`config.mk`:
```
export PLATFORM = sky130hd
export DESIGN_NAME = ndn_tx_scheduler_flat
export DESIGN_NICKNAME = d
export VERILOG_FILES = /design/src/rtl/ndn_pkg.sv /design/src/rtl/ndn_tx_scheduler_if.sv /design/src/rtl/ndn_rr_pick.sv /design/src/rtl/ndn_tx_scheduler.sv /design/src/flat_wrapper.sv
export SDC_FILE = /design/constraint.sdc
export NUM_CORES = 1
export LEC_CHECK = 0
export CAP_MARGIN = 20
export CORE_AREA = 2 2 657 659
export CTS_BUF_LIST = sky130_fd_sc_hd__clkbuf_4 sky130_fd_sc_hd__clkbuf_8
export CTS_CLUSTER_SIZE = 8
export DETAILED_ROUTE_END_ITERATION = 12
export DIE_AREA = 0 0 659 661
export GPL_TIMING_DRIVEN = 0
export PLACE_DENSITY = 0.3
export SLEW_MARGIN = 0
export SYNTH_ARGS = -nofsm -noshare
export SYNTH_HDL_FRONTEND = slang
export SYNTH_SLANG_ARGS = --single-unit
```
`constraint.sdc`:
```
create_clock -name clk -period 13.7 [get_ports clk]
set_input_delay 3.425 -clock clk [delete_from_list [all_inputs] [get_ports clk]]
set_output_delay 3.425 -clock clk [all_outputs]
set_load 0.005 [all_outputs]
```
`src/rtl/ndn_pkg.sv`:
```
// Shared NDN datapath widths, serializer frame lengths and the TX scheduler state type.
package ndn_pkg;
  localparam int META_W             = 8;
  localparam int PREFIX_W           = 64;
  localparam int DATA_W             = 256;
  localparam int TYPE_BIT           = 6;
  localparam int INTEREST_FRAME_LEN = 73;
  localparam int DATA_FRAME_LEN     = 329;

  typedef enum logic [1:0] {IDLE, LAUNCH, HOLD} tx_sched_state_t;
endpackage

```
`src/rtl/ndn_tx_scheduler_if.sv`:
```
// Request side (per-source packets) and TX side (serializer launch) of the scheduler.
interface ndn_tx_scheduler_if #(parameter int NUM_REQ = 4);
  import ndn_pkg::*;

  logic [NUM_REQ-1:0]          req_valid;
  logic [NUM_REQ-1:0]          req_ready;
  logic [NUM_REQ*META_W-1:0]   req_meta;
  logic [NUM_REQ*PREFIX_W-1:0] req_prefix;
  logic [NUM_REQ*DATA_W-1:0]   req_data;
  logic                        tx_valid;
  logic [META_W-1:0]           tx_meta;
  logic [PREFIX_W-1:0]         tx_prefix;
  logic [DATA_W-1:0]           tx_data;

  modport master (
    input  req_valid, req_meta, req_prefix, req_data,
    output req_ready, tx_valid, tx_meta, tx_prefix, tx_data
  );

  modport slave (
    output req_valid, req_meta, req_prefix, req_data,
    input  req_ready, tx_valid, tx_meta, tx_prefix, tx_data
  );
endinterface

```
`src/rtl/ndn_rr_pick.sv`:
```
// Combinational round-robin picker: first asserted request at or after ptr, wrapping.
module ndn_rr_pick #(
  parameter  int NUM_REQ = 4,
  localparam int IDX_W   = $clog2(NUM_REQ)
) (
  input  logic [NUM_REQ-1:0] req,
  input  logic [IDX_W-1:0]   ptr,
  output logic [NUM_REQ-1:0] grant,
  output logic [IDX_W-1:0]   idx,
  output logic               any
);
  logic [IDX_W-1:0] cand;

  // Scanning from the farthest offset down lets the nearest hit overwrite.
  always_comb begin
    any  = 1'b0;
    idx  = '0;
    cand = '0;
    for (int k = NUM_REQ - 1; k >= 0; k--) begin
      cand = IDX_W'((int'(ptr) + k) % NUM_REQ);
      if (req[cand]) begin
        any = 1'b1;
        idx = cand;
      end
    end
  end

  for (genvar gi = 0; gi < NUM_REQ; gi++) begin : g_grant
    assign grant[gi] = any && (idx == IDX_W'(gi));
  end
endmodule

```
`src/rtl/ndn_tx_scheduler.sv`:
```
// Round-robin sharing of one SPI serializer; holds off for frame length plus guard gap
// because the serializer reports no completion.
module ndn_tx_scheduler
  import ndn_pkg::*;
#(
  parameter  int NUM_REQ    = 4,
  parameter  int GAP_CYCLES = 2,
  parameter  int CNT_W      = 16,
  localparam int IDX_W      = $clog2(NUM_REQ)
) (
  input  logic                clk,
  input  logic                rst,
  input  logic                enable,
  ndn_tx_scheduler_if.master  bus,
  output logic                busy,
  output logic [IDX_W-1:0]    grant_id,
  output logic [CNT_W-1:0]    frames_sent
);
  localparam int HOLD_MAX = DATA_FRAME_LEN + GAP_CYCLES - 1;
  localparam int HOLD_W   = $clog2(HOLD_MAX + 1);

  tx_sched_state_t      state_reg, state_next;
  logic [IDX_W-1:0]     rr_ptr_reg;
  logic [HOLD_W-1:0]    hold_cnt_reg;
  logic [CNT_W-1:0]     frames_reg;
  logic [IDX_W-1:0]     grant_id_reg;
  logic [META_W-1:0]    tx_meta_reg;
  logic [PREFIX_W-1:0]  tx_prefix_reg;
  logic [DATA_W-1:0]    tx_data_reg;
  logic [NUM_REQ-1:0]   req_ready_next;
  logic [NUM_REQ-1:0]   pick_grant;
  logic [IDX_W-1:0]     pick_idx;
  logic                 pick_any;
  logic                 accept;

  ndn_rr_pick #(.NUM_REQ(NUM_REQ)) u_pick (
    .req   (bus.req_valid),
    .ptr   (rr_ptr_reg),
    .grant (pick_grant),
    .idx   (pick_idx),
    .any   (pick_any)
  );

  // rst is in the term so ready is low for the whole reset pulse, not just after the edge.
  assign accept = (state_reg == IDLE) && enable && pick_any && !rst;

  always_comb begin
    state_next     = state_reg;
    req_ready_next = '0;
    case (state_reg)
      IDLE: begin
        if (accept) begin
          req_ready_next = pick_grant;
          state_next     = LAUNCH;
        end
      end
      LAUNCH:  state_next = HOLD;
      HOLD:    if (hold_cnt_reg == '0) state_next = IDLE;
      default: state_next = IDLE;
    endcase
  end

  always_ff @(posedge clk or posedge rst) begin
    if (rst) begin
      state_reg     <= IDLE;
      rr_ptr_reg    <= '0;
      hold_cnt_reg  <= '0;
      frames_reg    <= '0;
      grant_id_reg  <= '0;
      tx_meta_reg   <= '0;
      tx_prefix_reg <= '0;
      tx_data_reg   <= '0;
    end else begin
      state_reg <= state_next;
      if (accept) begin
        tx_meta_reg   <= bus.req_meta[int'(pick_idx)*META_W +: META_W];
        tx_prefix_reg <= bus.req_prefix[int'(pick_idx)*PREFIX_W +: PREFIX_W];
        tx_data_reg   <= bus.req_data[int'(pick_idx)*DATA_W +: DATA_W];
        grant_id_reg  <= pick_idx;
        rr_ptr_reg    <= (int'(pick_idx) == NUM_REQ - 1) ? '0 : pick_idx + 1'b1;
      end
      if (state_reg == LAUNCH) begin
        frames_reg   <= frames_reg + 1'b1;
        hold_cnt_reg <= tx_meta_reg[TYPE_BIT] ? HOLD_W'(INTEREST_FRAME_LEN + GAP_CYCLES - 1)
                                              : HOLD_W'(DATA_FRAME_LEN + GAP_CYCLES - 1);
      end else if (state_reg == HOLD && hold_cnt_reg != '0) begin
        hold_cnt_reg <= hold_cnt_reg - 1'b1;
      end
    end
  end

  assign bus.req_ready = req_ready_next;
  assign bus.tx_valid  = (state_reg == LAUNCH);
  assign bus.tx_meta   = tx_meta_reg;
  assign bus.tx_prefix = tx_prefix_reg;
  assign bus.tx_data   = tx_data_reg;
  assign busy          = (state_reg != IDLE);
  assign grant_id      = grant_id_reg;
  assign frames_sent   = frames_reg;
endmodule
```
`src/flat_wrapper.sv`:
```
// flat-port wrapper written by rule: the top's interface ports become plain ports
module ndn_tx_scheduler_flat import ndn_pkg::*;
#(
  parameter  int NUM_REQ    = 4,
  parameter  int GAP_CYCLES = 2,
  parameter  int CNT_W      = 16,
  localparam int IDX_W      = $clog2(NUM_REQ)
)
  (clk, rst, enable, busy, grant_id, frames_sent, bus_req_valid, bus_req_meta, bus_req_prefix, bus_req_data, bus_req_ready, bus_tx_valid, bus_tx_meta, bus_tx_prefix, bus_tx_data);
  ndn_tx_scheduler_if #(.NUM_REQ(NUM_REQ)) bus_i ();
  input  logic clk;
  input  logic rst;
  input  logic enable;
  output logic busy;
  output logic [IDX_W-1:0] grant_id;
  output logic [CNT_W-1:0] frames_sent;
  input wire logic [$bits(bus_i.req_valid)-1:0] bus_req_valid;
  input wire logic [$bits(bus_i.req_meta)-1:0] bus_req_meta;
  input wire logic [$bits(bus_i.req_prefix)-1:0] bus_req_prefix;
  input wire logic [$bits(bus_i.req_data)-1:0] bus_req_data;
  output wire logic [$bits(bus_i.req_ready)-1:0] bus_req_ready;
  output wire logic [$bits(bus_i.tx_valid)-1:0] bus_tx_valid;
  output wire logic [$bits(bus_i.tx_meta)-1:0] bus_tx_meta;
  output wire logic [$bits(bus_i.tx_prefix)-1:0] bus_tx_prefix;
  output wire logic [$bits(bus_i.tx_data)-1:0] bus_tx_data;
  assign bus_i.req_valid = bus_req_valid;
  assign bus_i.req_meta = bus_req_meta;
  assign bus_i.req_prefix = bus_req_prefix;
  assign bus_i.req_data = bus_req_data;
  assign bus_req_ready = bus_i.req_ready;
  assign bus_tx_valid = bus_i.tx_valid;
  assign bus_tx_meta = bus_i.tx_meta;
  assign bus_tx_prefix = bus_i.tx_prefix;
  assign bus_tx_data = bus_i.tx_data;
  ndn_tx_scheduler #(.NUM_REQ(NUM_REQ), .GAP_CYCLES(GAP_CYCLES), .CNT_W(CNT_W)) u_core (.clk(clk), .rst(rst), .enable(enable), .bus(bus_i), .busy(busy), .grant_id(grant_id), .frames_sent(frames_sent));
endmodule
```
==> flow_summary_export.csv, run 1 <==
group,metric,value,unit
run_status,status,"completed",
finish,drive_gt1_share,8.19,%
yosys,synth.avg_cell_area,9.83,um2
cts,holdBufCountCts,0,
yosys,synth-edff-count,0,
yosys,synth_nets,3810,
cts,clk_pin_slew_worst_paths,0.06,ns
drt,first_iter_violations,3162,
global_routing,grt-ovfl-total,0,
worst_setup_path,reg2reg_depth,8,
die,fp.coreArea,429000,um2
hold_path,hold_path_depth,1,
global_routing,grt_max_degree,96,
global_routing,busiest_layer,"met2",
cts,htreeDepth,3,
finish,finalInstanceArea,51100,um2
hold_path,worstHoldPathType,"flip-flop to flip-flop",
drt,routedWlPerCell,36.8,um
cts,cts_made_buffers,92,
pwr,switching_share,47.6,%
die,ios,1671,
worst_setup_path,critPathLaunch,"bus_req_valid[0]",
drt,vias,33700,
global_routing,grt_pass1_vias,33700,
cts,post_cts_buffers,0,
yosys,synthesis.area,24500,um2
yosys,synthFlopType,"dfrtp_1",
yosys,synthCells,2488,
cts,insertion_delay,0.93,ns
worst_setup_path,setup.worst_path.class,"input pin to output port",
placed_design,io_buffers,1670,
sta,relSlewSlack,26.4,%
worst_setup_path,rrSetupSlack,9.22,ns
placed_design,gp_congestion,0.906,
pwr,worst_ir_drop_vdd,0.0895,mV
die,row_count,241,
cts,cts_max_path_buffers,4,
hold_path,hp-start,"u_core.frames_sent[15]",
placed_design,place_area,49000,um2
worst_setup_path,crit_path_start_kind,"input pin",
finish,n_fill_cell,49100,
cts,cts.sinks,359,
yosys,synth_cell_types,42,
pwr,clock_power_share,19.1,%
die,die_y,661,um
worst_setup_path,rr_startpoint,"u_core.rr_ptr_reg[1]",
sta,rsz0062_at_grt,"no",
sta,drv_slew,0,
sta,fmax,91.7,MHz
pwr,pwr-share-comb,58.0,%
finish,largest_reg_flops,256,
finish,layout_commonest_cell,"clkdlybuf4s50_1",
finish,area_delta_synth_final,109,%
sta,layout_setup_ws,2.79,ns
pwr,internal_power,4.50,mW
yosys,synthArstFlopShare,100,%
cts,post_cts_resized,0,
drt,via_per_inst,3.34,
hold_path,holdPathEnd,"u_core.frames_sent[15]",
die,die_x,659,um
drt,drtAntennaViolNets,0,
global_routing,grtUsageMet1,18.1,%
die,initial_core_util,5.70,%
worst_setup_path,crit_path_frequent_cell,"clkdlybuf4s50_1",
sta,period_needed,10.91,ns
flow_run,cap_violations,0,
sta,fin_skew,0.0638,ns
yosys,synth_area_leaders,"dfrtp_1, a221o_1, mux2_1",
sta,hold_viol,0,
yosys,synth-seq-cells,359,
yosys,synth-seq-area-share,36.7,%
die,dieArea,436000,um2
yosys,yosysTopAreaCellShare,36.7,%
cts,root_buffer,"clkbuf_8",
global_routing,grt.met2_usage,29.5,%
sta,fin_tns_setup,0,ns
sta,final-setup-viol-count,0,
yosys,yosysTopAreaCell,"dfrtp_1",
sta,tightest_slew,1.10,ns
worst_setup_path,cp_slowest_stage_delay,0.58,ns
placed_design,dpl.hpwl,330000,um
drt,drt_wl_total,371000,um
worst_setup_path,worst_path_max_delay_cell,"clkdlybuf4s50_1",
worst_setup_path,regToRegEndpoint,"u_core.bus.tx_data[33]",
worst_setup_path,path_cells,"clkdlybuf4s50_1 > nand2_1 > or2_2 > clkbuf_2 > nand3_4 > buf_4 > buf_2 > inv_1 > nor2_1 > clkdlybuf4s50_1",
placed_design,dpl_worst_slack,2.48,ns
global_routing,gr-usage-met3,5.74,%
pwr,seqPwrFrac,22.9,%
yosys,yosysWarnings,0,
worst_setup_path,cp.arrival,7.48,ns
pwr,leakage,17.7,nW
sta,fin_hold_ws,0.480,ns
pwr,pwr_density_cell,168,nW/um2
drt,drc,0,
pwr,switchingPower,4.09,mW
worst_setup_path,crit_fanout,10,
finish,mostFrequentLayoutCells,"clkdlybuf4s50_1, dfrtp_1, nand4_1",
global_routing,grt_use_total,16.3,%
global_routing,antenna_found_initial,176,
pwr,power,8.59,mW
global_routing,grt_first_pass_wirelength,447000,um
finish,fin_nets,5602,
worst_setup_path,critPathRequiredTime,10.27,ns
sta,finalCritPeriodShare,79.6,%
cts,tritoncts,"yes",
worst_setup_path,cp-end-kind,"output port",
drt,first_pass_iters,8,
-- area by class of cell --
class	count	area [um2]	share of cell area, %
repair buffers	1698	17300	33.9
multi-input cells	1756	13900	27.1
flip-flops and latches	359	8980	17.6
well taps	5710	7140	14.0
clock buffers	128	1640	3.20
plain buffers	366	1610	3.15
clock inverters	32	418	0.818
diodes	35	87.6	0.171
inverters	7	33.8	0.0661
-- critical path: cells and delay by family --
kind                   cells  cell delay (ns)
AND/OR/NAND/NOR            4             1.20
buffers and inverters      6             2.74
-- power groups by stage --
stage                     registers [mW]  logic (mW)  clock network, mW
after detailed placement            1.98        5.14                  0
after floorplan                     1.82        1.61                  0
after global placement              1.98        5.08                  0
after global routing                2.02        5.29               1.75
after CTS                           1.98        5.17               1.72
final                               1.97        4.98               1.64
-- synthesized netlist by cell type, types with 6 or more instances --
library cell,number
xnor2_1,10
buf_6,10
buf_4,20
nand2_1,22
nand4_1,332
buf_2,48
mux2_1,274
xor2_1,7
nor3_1,6
a21oi_1,331
nor2_1,15
clkbuf_1,250
o31ai_1,329
dfrtp_1,359
mux2_2,53
buf_1,38
a221o_1,327
-- stage by stage --
step,cells,util [%]
2_1_floorplan,2488,-
3_3_place_gp,9868,11.3
3_5_place_dp,9896,11.4
4_1_cts,10100,11.9
5_1_grt,10100,11.9
6_report,10100,11.9
-- per-layer routing --
metal | routed length [um] | up-vias
met1 | 139000 | 17000
met3 | 33400 | 523
met5 | 520 | -
met4 | 10800 | 80
met2 | 187000 | 2060
li1 | - | 14000
-- worst max-delay path by stage --
stage                               endpoint  depth (start not counted)
floorplan              u_core.bus.tx_data[0]                          1
global placement    u_core.bus.tx_prefix[63]                          2
detailed placement          bus_req_ready[0]                         10
CTS                         bus_req_ready[0]                         10
global route                bus_req_ready[0]                         10
finish                      bus_req_ready[0]                         10
-- kinds of logic after synthesis --
family	Yosys count	synth area share [%]
compound gates	1003	30.8
xor+xnor	17	0.609
fa+ha+maj	3	0.154
buf+inv	373	6.59
flops	359	36.7
mux	330	15.2
simple gates	403	9.97
Note: power is estimated with default switching activity, not from simulation.
==> run 2: changes to the inputs <==
- clock period: 13.7 -> 10.2 ns (I/O delays scaled with it)
==> run 2 against run 1 <==
Net effect: non-clock buffer count rose by 11; sequential share of layout area fell by 0.14 points; routed wire length rose by 3.1%; die area did not move.
==> flow_summary_export.csv, run 2 (synthesis results as in run 1) <==
group,metric,value,unit
worst_setup_path,regToRegEndpoint,"u_core.bus.tx_data[35]",
flow_run,cap_violations,0,
sta,fmax,108,MHz
pwr,power,11.7,mW
cts,cts_made_buffers,94,
finish,largest_reg_flops,256,
worst_setup_path,rr_startpoint,"u_core.rr_ptr_reg[1]",
drt,first_pass_iters,6,
drt,drtAntennaViolNets,0,
cts,holdBufCountCts,0,
worst_setup_path,crit_path_start_kind,"input pin",
pwr,pwr_density_cell,228,nW/um2
cts,insertion_delay,0.93,ns
finish,fin_cells,10100,
global_routing,grt_pass1_vias,33800,
sta,finalCritPeriodShare,90.5,%
drt,first_iter_violations,3213,
sta,fin_tns_setup,0,ns
drt,drt_wl_total,383000,um
worst_setup_path,reg2reg_depth,8,
sta,relSlewSlack,9.32,%
run_status,status,"completed",
drt,drc,0,
cts,post_cts_buffers,0,
finish,drive_gt1_share,8.28,%
cts,htreeDepth,3,
die,dieArea,436000,um2
global_routing,grt-ovfl-total,0,
sta,fin_hold_ws,0.470,ns
sta,drv_slew,0,
finish,finalInstanceArea,51500,um2
finish,mostFrequentLayoutCells,"clkdlybuf4s50_1, dfrtp_1, nand4_1",
die,ios,1671,
drt,via_per_inst,3.37,
worst_setup_path,endpoint,"bus_req_ready[3]",
worst_setup_path,rrSetupSlack,5.55,ns
drt,vias,34100,
die,die_y,661,um
global_routing,grt_max_degree,36,
cts,tritoncts,"yes",
global_routing,antenna_found_initial,235,
sta,final-setup-viol-count,0,
placed_design,dpl.hpwl,340000,um
pwr,leakage,17.9,nW
finish,final_util,12.0,%
sta,tightest_slew,1.35,ns
cts,cts.sinks,359,
sta,rsz0062_at_grt,"no",
sta,layout_setup_ws,0.973,ns
finish,n_fill_cell,49000,
finish,area_delta_synth_final,111,%
worst_setup_path,critPathLaunch,"bus_req_valid[3]",
hold_path,worstHoldPathType,"flip-flop to flip-flop",
cts,post_cts_resized,0,
placed_design,place_area,49200,um2
sta,period_needed,9.23,ns
worst_setup_path,critPathRequiredTime,7.65,ns
drt,routedWlPerCell,37.7,um
die,fp.coreArea,429000,um2
finish,layout_commonest_cell,"clkdlybuf4s50_1",
worst_setup_path,setup.worst_path.class,"input pin to output port",
worst_setup_path,crit_fanout,11,
placed_design,place_inst,9906,
cts,cts_max_path_buffers,4,
global_routing,grt_first_pass_wirelength,459000,um
pwr,worst_ir_drop_vdd,0.0798,mV
sta,hold_viol,0,
die,row_count,241,
finish,fin_nets,5615,
placed_design,dpl_worst_slack,0.792,ns
die,die_x,659,um
die,initial_core_util,5.70,%
global_routing,grt_use_total,16.8,%
worst_setup_path,cp-end-kind,"output port",
worst_setup_path,cp.arrival,6.68,ns
sta,fin_skew,0.0522,ns
placed_design,gp_congestion,0.934,
placed_design,io_buffers,1670,
cts,root_buffer,"clkbuf_8",
cts,clk_pin_slew_worst_paths,0.06,ns
[run 2: changes by cell type in the layout (fill, tap and decap cells not counted), moves of 2 or more]
cell        previous run  this run
diode_2               35        68
buf_16                11        16
bufinv_16              9        11
buf_12                11        18
clkbuf_2              22        16
clkinvlp_4             6         4
clkinv_2              15        12
buf_8                  6         3
a21oi_1              328       331
clkbuf_8             108       114
a21oi_2                3         0
inv_8                  2         0
clkbuf_1             228       234
clkbuf_4              20        23
[run 2: area by class of cell]
class                      instances  area (um2)  area share, %
timing repair buffer            1709       17600           34.1
multi-input combinational       1756       13900           26.9
sequential                       359        8980           17.4
tap                             5710        7140           13.9
clock buffer                     136        1730           3.37
buffer                           366        1610           3.12
clock inverter                    27         429          0.833
antenna                           68         170          0.330
inverter                           7        30.0         0.0583
[run 2: worst min path at each step]
stage / slack, ns / end / cells after the start / startpoint
4_1_cts: 0.47 / u_core.frames_sent[15] / 1 / u_core.frames_sent[15]
3_3_place_gp: 0.46 / u_core.frames_sent[15] / 1 / u_core.frames_sent[15]
5_1_grt: 0.50 / u_core.hold_cnt_reg[4] / 1 / u_core.hold_cnt_reg[4]
6_report: 0.47 / u_core.frames_sent[15] / 1 / u_core.frames_sent[15]
2_1_floorplan: 0.44 / u_core.hold_cnt_reg[4] / 1 / u_core.hold_cnt_reg[4]
3_5_place_dp: 0.46 / u_core.frames_sent[15] / 1 / u_core.frames_sent[15]
[run 2: worst max-delay path, cell delays in order]
cell             delay [ns]
clkdlybuf4s50_1        0.64
or2_2                  0.17
clkbuf_1               0.55
nand3_4                0.59
buf_4                  0.44
buf_2                  0.35
inv_1                  0.30
ha_1                   0.19
and2_1                 0.12
clkdlybuf4s50_1        0.71
[run 2: power breakdown]
part	switching, mW	internal, mW	total, mW
sequential	0.596	2.05	2.65
combinational	4.00	2.77	6.76
clock	0.967	1.36	2.33
total	5.56	6.18	11.7
[run 2: routing by layer]
layer  up-vias  global-route usage, %  part of all wire, %
li1      14000                      -                    -
met4        86                   4.39                  3.0
met5         -                      0                 0.15
met3       596                   5.50                  8.2
met1     17300                   18.9                   38
met2      2147                   30.1                   50
